File: src/rtl/mips_pipe_pkg.sv
// mips_pipe_pkg: forwarding-select codes and hazard sequencer state encodings shared by the pipeline.
package mips_pipe_pkg;
    localparam logic [1:0] FWD_REG   = 2'b00;
    localparam logic [1:0] FWD_EXMEM = 2'b01;
    localparam logic [1:0] FWD_WB    = 2'b10;
    typedef enum logic [1:0] {
        HZ_RUN      = 2'b00,
        HZ_DIV_WAIT = 2'b01,
        HZ_FLUSH    = 2'b10
    } hz_state_t;
endpackage

File: src/rtl/hazard_fwd_sel.sv
// hazard_fwd_sel: per-operand register match against EX/MEM/WB producers and ID branch-compare forward select.
module hazard_fwd_sel
    import mips_pipe_pkg::*;
#(
    parameter int AW = 5
) (
    input  logic          use_r,
    input  logic [AW-1:0] r,
    input  logic [AW-1:0] id_ex_rd,
    input  logic [AW-1:0] ex_mem_rd,
    input  logic [AW-1:0] mem_wb_rd,
    input  logic          ex_mem_regwrite,
    input  logic          ex_mem_mem2reg,
    input  logic          mem_wb_regwrite,
    output logic          hit_ex,
    output logic          hit_mem,
    output logic [1:0]    fwd
);
    logic hit_wb;
    // $0 is hard-wired, so a zero operand never matches anything
    assign hit_ex  = use_r && (|r) && r == id_ex_rd;
    assign hit_mem = use_r && (|r) && r == ex_mem_rd;
    assign hit_wb  = use_r && (|r) && r == mem_wb_rd;
    assign fwd = (ex_mem_regwrite && !ex_mem_mem2reg && hit_mem) ? FWD_EXMEM :
                 (mem_wb_regwrite && hit_wb) ? FWD_WB : FWD_REG;
endmodule

File: src/rtl/hazard_ctrl.sv
// hazard_ctrl: stall/flush/forward sequencer for the 5-stage pipeline, including multi-cycle divider wait.
// Optional HAZ_PERF_CNT_EN adds stall_cycles, div_cycles and flush_count performance counters.
module hazard_ctrl
    import mips_pipe_pkg::*;
#(
    parameter int AW          = 5,
    parameter int DIV_TIMEOUT = 40
`ifdef HAZ_PERF_CNT_EN
    ,
    parameter int CNT_W       = 32
`endif
) (
    input  logic          clk,
    input  logic          rst,
    input  logic [AW-1:0] ID_Rs,
    input  logic [AW-1:0] ID_Rt,
    input  logic          ID_use_rs,
    input  logic          ID_use_rt,
    input  logic          ID_Beq,
    input  logic [AW-1:0] ID_EX_Rd,
    input  logic          ID_EX_RegWrite,
    input  logic          ID_EX_Mem2Reg,
    input  logic          ID_EX_div,
    input  logic [AW-1:0] EX_MEM_Rd,
    input  logic          EX_MEM_RegWrite,
    input  logic          EX_MEM_Mem2Reg,
    input  logic [AW-1:0] MEM_WB_Rd,
    input  logic          MEM_WB_RegWrite,
    input  logic          MEM_exc,
    input  logic          div_done,
    output logic          stall,
    output logic          stall_EX,
    output logic          flush,
    output logic [3:0]    forwardSignal,
    output logic          div_start,
    output logic          div_abort
`ifdef HAZ_PERF_CNT_EN
    ,
    output logic [CNT_W-1:0] stall_cycles,
    output logic [CNT_W-1:0] div_cycles,
    output logic [CNT_W-1:0] flush_count
`endif
);
    localparam int CW = (DIV_TIMEOUT > 2) ? $clog2(DIV_TIMEOUT) : 1;
    hz_state_t state, nxt;
    logic [CW-1:0] cnt;
    logic [1:0] fwd_rs, fwd_rt;
    logic ex_rs, ex_rt, mem_rs, mem_rt, haz, timeout;

    hazard_fwd_sel #(.AW(AW)) u_rs (
        .use_r(ID_use_rs), .r(ID_Rs), .id_ex_rd(ID_EX_Rd), .ex_mem_rd(EX_MEM_Rd), .mem_wb_rd(MEM_WB_Rd),
        .ex_mem_regwrite(EX_MEM_RegWrite), .ex_mem_mem2reg(EX_MEM_Mem2Reg), .mem_wb_regwrite(MEM_WB_RegWrite),
        .hit_ex(ex_rs), .hit_mem(mem_rs), .fwd(fwd_rs)
    );
    hazard_fwd_sel #(.AW(AW)) u_rt (
        .use_r(ID_use_rt), .r(ID_Rt), .id_ex_rd(ID_EX_Rd), .ex_mem_rd(EX_MEM_Rd), .mem_wb_rd(MEM_WB_Rd),
        .ex_mem_regwrite(EX_MEM_RegWrite), .ex_mem_mem2reg(EX_MEM_Mem2Reg), .mem_wb_regwrite(MEM_WB_RegWrite),
        .hit_ex(ex_rt), .hit_mem(mem_rt), .fwd(fwd_rt)
    );

    // ID-stage branches cannot take an operand still in EX, nor a load result still in MEM
    assign haz = (ID_EX_Mem2Reg && ID_EX_RegWrite && (ex_rs || ex_rt)) ||
                 (ID_Beq && ((ID_EX_RegWrite && (ex_rs || ex_rt)) || (EX_MEM_Mem2Reg && (mem_rs || mem_rt))));
    assign timeout = cnt == CW'(DIV_TIMEOUT - 1);

    always_comb begin
        nxt = state;
        stall = 1'b0;
        stall_EX = 1'b0;
        flush = 1'b0;
        div_start = 1'b0;
        div_abort = 1'b0;
        if (MEM_exc) begin
            flush = 1'b1;
            div_abort = state == HZ_DIV_WAIT;
            nxt = HZ_FLUSH;
        end else begin
            case (state)
                HZ_RUN: begin
                    stall = haz;
                    div_start = ID_EX_div;
                    nxt = ID_EX_div ? HZ_DIV_WAIT : HZ_RUN;
                end
                HZ_DIV_WAIT: begin
                    stall = !div_done;
                    stall_EX = !div_done;
                    div_abort = !div_done && timeout;
                    nxt = div_done ? HZ_RUN : timeout ? HZ_FLUSH : HZ_DIV_WAIT;
                end
                HZ_FLUSH: begin
                    flush = 1'b1;
                    nxt = HZ_RUN;
                end
                default: nxt = HZ_RUN;
            endcase
        end
        forwardSignal = (stall || rst) ? {FWD_REG, FWD_REG} : {fwd_rs, fwd_rt};
        if (rst) begin
            stall = 1'b0;
            stall_EX = 1'b0;
            flush = 1'b0;
            div_start = 1'b0;
            div_abort = 1'b0;
        end
    end

    // counter is held at zero outside DIV_WAIT, so each divide starts its count fresh
    always_ff @(posedge clk) begin
        if (rst) begin
            state <= HZ_RUN;
            cnt <= '0;
        end else begin
            state <= nxt;
            cnt <= (state != HZ_DIV_WAIT) ? '0 : timeout ? cnt : cnt + 1'b1;
        end
    end

`ifdef HAZ_PERF_CNT_EN
    always_ff @(posedge clk) begin
        if (rst) begin
            stall_cycles <= '0;
            div_cycles <= '0;
            flush_count <= '0;
        end else begin
            stall_cycles <= stall_cycles + CNT_W'(stall);
            div_cycles <= div_cycles + CNT_W'(state == HZ_DIV_WAIT);
            flush_count <= flush_count + CNT_W'(nxt == HZ_FLUSH);
        end
    end
`endif
endmodule

File: config.mk
export PLATFORM = sky130hd
export DESIGN_NAME = hazard_ctrl
export DESIGN_NICKNAME = d
export VERILOG_FILES = /design/src/rtl/mips_pipe_pkg.sv /design/src/rtl/hazard_fwd_sel.sv /design/src/rtl/hazard_ctrl.sv
export SDC_FILE = /design/constraint.sdc
export NUM_CORES = 1
export LEC_CHECK = 0
export CAP_MARGIN = 20
export CORE_MARGIN = 5
export CORE_UTILIZATION = 40
export CTS_BUF_LIST = sky130_fd_sc_hd__clkbuf_2 sky130_fd_sc_hd__clkbuf_4 sky130_fd_sc_hd__clkbuf_8
export CTS_CLUSTER_SIZE = 20
export DETAILED_ROUTE_END_ITERATION = 12
export MAX_ROUTING_LAYER = met4
export PLACE_DENSITY = 0.8
export SLEW_MARGIN = 5
export SYNTH_ARGS = -nofsm -noshare
export SYNTH_HDL_FRONTEND = slang
export SYNTH_SLANG_ARGS = --single-unit
File: constraint.sdc
create_clock -name clk -period 1.9 [get_ports clk]
set_input_delay 0.19 -clock clk [delete_from_list [all_inputs] [get_ports clk]]
set_output_delay 0.19 -clock clk [all_outputs]
set_load 0.02 [all_outputs]
==> run metrics, run 1 <==
clk buf depth 2; Yosys reg bits 8; DRC violations left 0; H-Tree Depth 1; CTS Buf Count 3; clk slew on worst S/H paths about 0.05 ns; P per Cell Area about 340 nW/µm²; initial antenna violation count 0; Final period util 115%; vias about 1.2k; antenna cells 0; status finished with violations; final wirelength 4.27 mm; ys async rst share 0%; main area contributors after synthesis xor2_1 22%, dfxtp_1 19%, xnor2_1 13%, nor2_1 7.5%, nor4_1 5.1%; CTS Sinks 8; port bufs 46; post-synth cell types 30; CTS tree done; gpl congestion approximately 0.86; First-pass DRT Iterations 4; Row Count 16; Hold Vio Cnt, Final 0; Overall Power 605 µW; initial core utilization a little over two fifths; Finished Core Util 88.2%; drt wl/cell 18.7 µm; Syn Nets approximately 150; most common cell after layout, fill and taps aside buf_4; Core Area ~2000 µm²; Final nets 243; Hold/Removal Path Class flop to flop; initial DRC count 50; top-area cell type share of the netlist area 21.6%; Final HPWL DP approximately 2.8 mm; final setup margin -0.288 ns; CP Data Arrival Time 2.00 ns; Die ar. ~3200 µm²; Max-cap violations 0; P_leak around 0.74 nW; vias in the first global route between 1k and 1.5k; Slew HR between 70% and 80%; setup slack at placement -1.05 ns; share of layout cells above drive strength 1 about 40%; Synthesis Warnings 0; RSZ-0062 raised after global routing yes; Max Fclk between 0.4 and 0.5 GHz; Post-synth top flop dfxtp_1; final setup fails 5; die width approximately 56 µm; syn avg cell area ~7.6 µm²; # IOs 47; Worst Tran Pin Value about 0.35 ns; Period minus WS final approximately 2.2 ns; Clock Skew slightly below 0.0006 ns; Syn Inst Count 112; kind of critical path primary input to primary output; die extent in y roughly 56 µm; P&R area growth vs syn 107%; wire length of the first global-routing pass 6.32 mm; Critical Path RT 1.71 ns; post-route ant nets 0; cell area after synthesis 853 µm²; worst-skew pair later-pin latency between 0.2 and 0.3 ns; grt ovf 0; Synth area leader xor2_1; gr usage total a little over a quarter; sequential area share after synthesis between 10% and 20%; most frequent cells in the layout 43 x buf_4, 22 x clkdlybuf4s50_1, 21 x xor2_1; CP Capture Type primary output; final-report max-slew violation count 0; EDFF count, synth 0; Worst setup SP type primary input; Max rail drop VDD between 400 and 500 µV; Fin Setup TNS -1.26 ns; root buffer cell clkbuf_4; CTS Hold Buffers Added 0; via/cell ratio 5.40; failing checks setup timing; crit-path max FO 2; pin count of the biggest net entering global routing 7
-- registers in the layout, summed over array words and instances (netlist names) --
name / count
state: 2
cnt: 6
-- cells in the mapped netlist, drive strengths merged (3+ instances only) --
library cell / n
a21oi: 5
dfxtp: 8
nand2: 5
nand2b: 3
nand3: 4
nor2: 17
nor3: 4
nor4: 7
o21ai: 3
or4: 3
xnor2: 13
xor2: 21
-- layer usage --
layer / GRT usage [%] / share of wire [%]
met1: 30.0 / 42
met2: 43.7 / 48
met3: 5.34 / 6.5
met4: 12.2 / 4.2
met5: - / 0
-- per-stage QoR --
stage | instances | cell area (µm²) | hold slack, ns
finish | 229 | 1770 | 0.535
global route | 229 | 1770 | 0.575
CTS | 226 | 1740 | 0.531
detailed placement | 215 | 1640 | 0.515
global placement | 215 | 1640 | 0.497
floorplan | 112 | 913 | 0.262
-- critical path, cell delays in order --
cell	delay (ns)
buf_6	0.10
or4_4	0.54
o21ai_4	0.18
buf_6	0.12
nand4b_1	0.15
buf_4	0.14
a21oi_2	0.05
o41a_2	0.39
buf_6	0.14
-- power breakdown --
part | internal [mW] | switching [mW]
sequential | 0.170 | 0.00186
combinational | 0.163 | 0.134
clock | 0.0726 | 0.0635
-- kinds of logic (layout without fill, tap and decap cells) --
kind of cell             Yosys count  after routing  share of synthesized area [%]
flip-flops                         8              8                           18.8
AND/OR/NAND/NOR                   52             52                           31.5
AO/OA/AOI/OAI                     14             14                           11.3
buffers and inverters              2             92                          0.879
multiplexers                       1              1                           1.17
adder cells (fa/ha/maj)            1              1                           1.47
XOR/XNOR                          34             34                           34.9
-- final timing paths --
check	startpoint	to	slack, ns	cells past startpoint
max reg2reg	state[0]$_SDFF_PP0_	cnt[2]$_SDFFE_PP0P_	0.52	5
min	cnt[5]$_SDFFE_PP0P_	cnt[5]$_SDFFE_PP0P_	0.54	2
min reg2reg	cnt[5]$_SDFFE_PP0P_	cnt[5]$_SDFFE_PP0P_	0.54	2
max	ID_Rs[2]	stall	-0.29	9
-- timing repair --
item / in CTS / in global routing
pin swaps: 15 / 12
cloned: 0 / 0
gates resized for setup: 79 / 17
hold endpoints to repair: 0 / 0
setup endpoints to repair: 8 / 8
buffers inserted: 8 / 3
-- cell type report --
class                   instances  area, µm²
inverters                       1       3.75
flip-flops and latches          8        160
well taps                      27       33.8
clock buffers                   3       22.5
fillers                       103        236
multi-input cells             102        811
repair buffers                 88        734
No activity file was read; power rests on OpenSTA's default activity.
==> run 2, diff against run 1 <==
==> constraint.sdc (replaced) <==
create_clock -name clk -period 1.9 [get_ports clk]
set_input_delay 0.19 -clock clk [delete_from_list [all_inputs] [get_ports clk]]
set_output_delay 0.19 -clock clk [all_outputs]
set_load 0.005 [all_outputs]
==> run metrics, run 2 (synthesized netlist as in run 1, its figures left out) <==
slowest cell delay on critical path 0.53 ns (about the same); post-route ant nets 0 (unchanged); CP Capture Type primary output; number of flip-flops in the largest register 6 (unchanged); setup slack at placement -0.881 ns (+0.171 ns); Buf+Inv Stages, Crit Path 3 (-1); CTS Buf Count 3 (unchanged); met3 Track Usage GR 2.78% (-2.6 points); First-pass DRT Iterations 4 (unchanged); share of layout cells above drive strength 1 37.0% (-2.1 points); hold slack final 0.401 ns (-0.134 ns); met2 Usage GRT 37.2% (-6.5 points); register share of total power 30.4% (+1.9 points); final setup fails 5 (unchanged); most frequent cells in the layout 28 x buf_4, 19 x xor2_1, 17 x nor2_1; final wirelength 3.52 mm (-18%); antenna cells 0 (unchanged); status finished with violations; Die ar. 3160 µm² (unchanged); Final period util 109% (-6.1 points); CTS Hold Buffers Added 0 (unchanged); Max-cap violations 0 (unchanged); Final Instance Area 1700 µm² (-3.7%); die width 56.2 µm (unchanged); Clk pwr share 24.1% (+1.6 points); final-report max-slew violation count 0 (unchanged); total internal power 390 µW (-3.9%); root buffer cell clkbuf_4; Critical Path RT 1.71 ns (about the same); wire length of the first global-routing pass 5.34 mm (-16%); # IOs 47 (unchanged); Worst Tran Pin Value 0.334 ns (-0.0128 ns); most common cell after layout, fill and taps aside buf_4; die extent in y 56.2 µm (unchanged); Reg2Reg Setup Slack 0.57 ns (+0.05 ns); gr usage total 21.4% (-4.9 points); Max Fclk 0.482 GHz (+5.6%); final setup margin -0.173 ns (+0.116 ns); gpl congestion 0.923 (+7.8%); CP Data Arrival Time 1.88 ns (-0.12 ns); CTS tree done; r2r worst-path depth 4 (-1); Period minus WS final 2.07 ns (-0.116 ns); hold path cells 3 (+1); crit-path max FO 3 (+1); vias in the first global route 1194 (-9.0%); Max rail drop VDD 322 µV (-28%); RSZ-0062 raised after global routing yes; Post-Place Cell Area 1520 µm² (-7.3%); clk slew on worst S/H paths 0.06 ns (about the same); Placed Instances 207 (-3.7%); clk buf depth 2 (unchanged); port bufs 46 (unchanged); failing checks setup timing; Clock Skew 0.000370 ns (-0.000219 ns); grt ovf 0 (unchanged); Largest regs cnt x6, state x2; ordered cell list for the critical path buf_6 > or4_4 > o21ai_4 > nand4b_1 > buf_4 > a21oi_1 > nor4_2 > buf_2; pin count of the biggest net entering global routing 8 (+1); reg2reg end cnt[2]$_SDFFE_PP0P_; Finished Core Util 84.9% (-3.2 points); Row Count 16 (unchanged); Worst setup SP type primary input; initial antenna violation count 0 (unchanged); cell family with most CP delay simple AND/OR/NAND/NOR gates; Final HPWL DP 2.53 mm (-10%); Slew HR 77.7% (+0.88 points); via/cell ratio 5.41 (+0.10%); kind of critical path primary input to primary output; Hold Vio Cnt, Final 0 (unchanged); grt met1 use 24.2% (-5.7 points); critical path launch point ID_Rs[2]; P_leak 0.779 nW (+4.7%); Core Area 2000 µm² (unchanged); Sw Pwr 182 µW (-8.6%); Hold/Removal Path Class primary input to flop; Hold Path End state[1]$_SDFF_PP0_; initial core utilization 42.6% (unchanged); reg2reg start state[0]$_SDFF_PP0_; Fin Setup TNS -0.598 ns (+0.662 ns); initial DRC count 40 (-20%); drt wl/cell 16.3 µm (-13%); Biggest register cnt; worst-skew pair later-pin latency 0.25 ns (about the same); Overall Power 572 µW (-5.4%); vias 1168 (-5.6%); combinational cell fraction of total power 45.4% (-3.6 points); Fill cells 113 (+9.7%); fin cells 216 (-5.7%); Hold Path Origin rst; sw frac 31.9% (-1.1 points); H-Tree Depth 1 (unchanged); Critical-path top delay cell or4_4; P per Cell Area 337 nW/µm² (-1.8%); Final nets 230 (-5.3%); CTS Sinks 8 (unchanged); GRT busiest layer met2; DRC violations left 0 (unchanged); P&R area growth vs syn 99.3%
## run 2: changes by cell type in the layout (fill, tap and decap cells not counted), moves of 2 or more
cell / delta
buf_4: -15
clkdlybuf4s50_1: -9
nor4_2: +4
xor2_2: +2
xor2_1: -2
nor4_4: -3
dlygate4sd2_1: +5
dfxtp_2: +4
dlymetal6s2s_1: +8
dfxtp_1: -4
clkbuf_2: -4
## run 2: worst max path at each step
stage               cells past startpoint                to  slack (ns)
detailed placement                      7  forwardSignal[1]       -0.88
CTS                                     8             stall       -0.17
floorplan                               5  forwardSignal[1]        0.14
global route                            8  forwardSignal[1]       -0.21
finish                                  8  forwardSignal[1]       -0.17
global placement                        7  forwardSignal[1]       -0.83
## run 2: cell type report
class	count	area [µm²]	share of cell area, %
multi-input combinational	102	803	47.2
timing repair buffer	75	672	39.5
sequential	8	165	9.71
tap	27	33.8	1.99
clock buffer	3	22.5	1.32
inverter	1	3.75	0.221
## run 2: timing repair
| item | in CTS | in global routing |
|---|---|---|
| hold endpoints to repair | 0 | 0 |
| endpoints found under the setup margin | 8 | 6 |
| gates resized for setup | 77 | 26 |
| pin swaps | 14 | 12 |
| buffers inserted | 3 | 3 |
## run 2: power by group through the flow
| stage | Combinational, mW | Sequential, mW | Clock, mW |
|---|---|---|---|
| 6_report | 0.260 | 0.174 | 0.138 |
| 5_1_grt | 0.278 | 0.175 | 0.155 |
| 4_1_cts | 0.239 | 0.174 | 0.134 |
| 3_5_place_dp | 0.233 | 0.177 | 0 |
| 3_3_place_gp | 0.228 | 0.177 | 0 |
| 2_1_floorplan | 0.0798 | 0.176 | 0 |
## run 2: routing by layer
metal	vias to the layer above	wire [µm]
li1	551	-
met1	541	1420
met2	66	1790
met3	10	222
met4	0	91
met5	-	0
## run 2: worst reg2reg max path, delay by kind of cell (launching register included)
family        cells  cell delay, ns
simple gates      2            0.62
flops             1            0.38
buf+inv           2            0.24
==> run 3, diff against run 2 <==
Settings changed: CORE_UTILIZATION 40 to 49, DONT_BUFFER_PORTS from default to 1, PLACE_DENSITY 0.8 to 0.61.
==> run metrics, run 3 (synthesized netlist as in run 1, its figures left out) <==
most frequent cells in the layout 21 x xor2_1, 17 x nor2_1, 13 x xnor2_1; Worst Tran Pin Value 0.427 ns (+0.0926 ns); met3 Track Usage GR 7.16% (+4.4 points); Slew HR 71.3% (-6.4 points); vias in the first global route 919 (-23%); pin count of the biggest net entering global routing 8 (unchanged); Hold Path End state[1]$_SDFF_PP0_; Multi-input gate area 726 µm² (-9.7%); Worst setup SP type primary input; most common cell after layout, fill and taps aside xor2_1; total internal power 303 µW (-22%); sequential cell area 160 µm² (-3.0%); die width 51.7 µm (-7.9%); reg2reg start state[0]$_SDFF_PP0_; gr usage total 18.8% (-2.5 points); CTS Buf Count 3 (unchanged); initial antenna violation count 0 (unchanged); hold path cells 2 (-1); met2 Usage GRT 36.0% (-1.2 points); port bufs 0 (-100%); Final period util 102% (-7.5 points); Period minus WS final 1.93 ns (-0.143 ns); P&R area growth vs syn 21.1%; P per Cell Area 399 nW/µm² (+19%); Max rail drop VDD 218 µV (-32%); Max Fclk 0.518 GHz (+7.4%); die extent in y 51.7 µm (-7.9%); Max-cap violations 0 (unchanged); Row Count 15 (-1); share of layout cells above drive strength 1 20.5% (-17 points); final setup fails 1 (-4); P_leak 0.370 nW (-53%); wire length of the first global-routing pass 3.65 mm (-32%); Largest regs cnt x6, state x2; Fill cells 159 (+41%); Die ar. 2680 µm² (-15%); Reg2Reg Setup Slack 0.60 ns (+0.03 ns); CP Data Arrival Time 1.74 ns (-0.14 ns); post-route ant nets 0 (unchanged); initial DRC count 11 (-73%); register share of total power 42.1% (+12 points); clk buf depth 2 (unchanged); Clock Skew 0.00179 ns (+0.00142 ns); Critical Path RT 1.71 ns (about the same); H-Tree Depth 1 (unchanged); reg2reg end cnt[3]$_SDFFE_PP0P_; Final nets 168 (-27%); root buffer cell clkbuf_4; Hold/Removal Path Class primary input to flop; final setup margin -0.0296 ns (+0.143 ns); # IOs 47 (unchanged); gpl congestion 0.770 (-17%); Hold Path Origin MEM_exc; initial core utilization 50.5% (+7.9 points); via/cell ratio 5.89 (+8.9%); antenna cells 0 (unchanged); Core Area 1690 µm² (-16%); DRC violations left 0 (unchanged); Biggest register cnt; GRT busiest layer met2; Sw Pwr 110 µW (-40%); sw frac 26.6% (-5.2 points); kind of critical path primary input to primary output; RSZ-0062 raised after global routing yes; Fin Setup TNS -0.0296 ns (+0.568 ns); r2r worst-path depth 3 (-1); final-report max-slew violation count 0 (unchanged); final wirelength 2.30 mm (-35%); vias 848 (-27%); clk slew on worst S/H paths 0.05 ns (about the same); Hold Vio Cnt, Final 0 (unchanged); status finished with violations; CTS Sinks 8 (unchanged); Final HPWL DP 1.92 mm (-24%); CP Capture Type primary output; combinational cell fraction of total power 25.3% (-20 points); First-pass DRT Iterations 4 (unchanged); Finished Core Util 61.2% (-24 points); grt ovf 0 (unchanged); number of flip-flops in the largest register 6 (unchanged); grt met1 use 15.7% (-8.6 points); worst-skew pair later-pin latency 0.26 ns (about the same); CTS tree done; drt wl/cell 16.0 µm (-2.0%); crit-path max FO 4 (+1); failing checks setup timing; Clk pwr share 32.6% (+8.5 points)
run 3: routing by layer:
layer | wire, µm | vias to the layer above
li1 | - | 428
met5 | 0 | -
met4 | 16 | 0
met3 | 237 | 2
met2 | 1280 | 33
met1 | 763 | 385
run 3: final cells by class:
type                       count  area share [%]
tap                           17            2.06
inverter                       1           0.363
clock buffer                   3            2.18
timing repair buffer          13            9.69
multi-input combinational    102            70.2
sequential                     8            15.5
run 3: how the worst max path moves through the flow:
stage                  endpoint  startpoint  slack (ns)
4_1_cts        forwardSignal[2]    ID_Rt[0]      -0.002
3_3_place_gp   forwardSignal[3]    ID_Rs[1]       -0.10
2_1_floorplan  forwardSignal[1]    ID_Rt[0]        0.14
5_1_grt        forwardSignal[0]    ID_Rt[0]       -0.07
6_report       forwardSignal[0]    ID_Rt[0]       -0.03
3_5_place_dp   forwardSignal[1]    ID_Rt[0]       -0.11
run 3: critical path: stages:
cell	delay (ns)
or4_4	0.51
o21ai_2	0.16
nor4_2	0.07
o31a_1	0.35
nor4_1	0.30
buf_4	0.16
run 3: power by group through the flow:
stage          combinational (mW)  sequential (mW)  clock (mW)
2_1_floorplan              0.0798            0.176           0
3_3_place_gp               0.0943            0.177           0
3_5_place_dp               0.0956            0.177           0
4_1_cts                     0.103            0.174       0.137
5_1_grt                     0.116            0.174       0.146
6_report                    0.104            0.174       0.134
run 3: timing repair:
item	4_1_cts	5_1_grt
endpoints found under the hold margin	1	0
setup endpoints to repair	4	4
resized for setup	6	2
hold buffers	1	0
setup buffers	2	1
pin swaps	2	0
run 3: per-stage QoR:
step                      area, µm²  cells  total power [mW]  hold WS (ns)  setup WS, ns
final                          1030    144             0.413        0.0880       -0.0296
after detailed placement        938    137             0.273         0.271        -0.109
after global placement          938    137             0.272         0.264        -0.105
after floorplan                 853    112             0.256         0.262         0.144
after global routing           1030    144             0.436         0.117       -0.0651
after CTS                      1020    143             0.414        0.0856      -0.00153
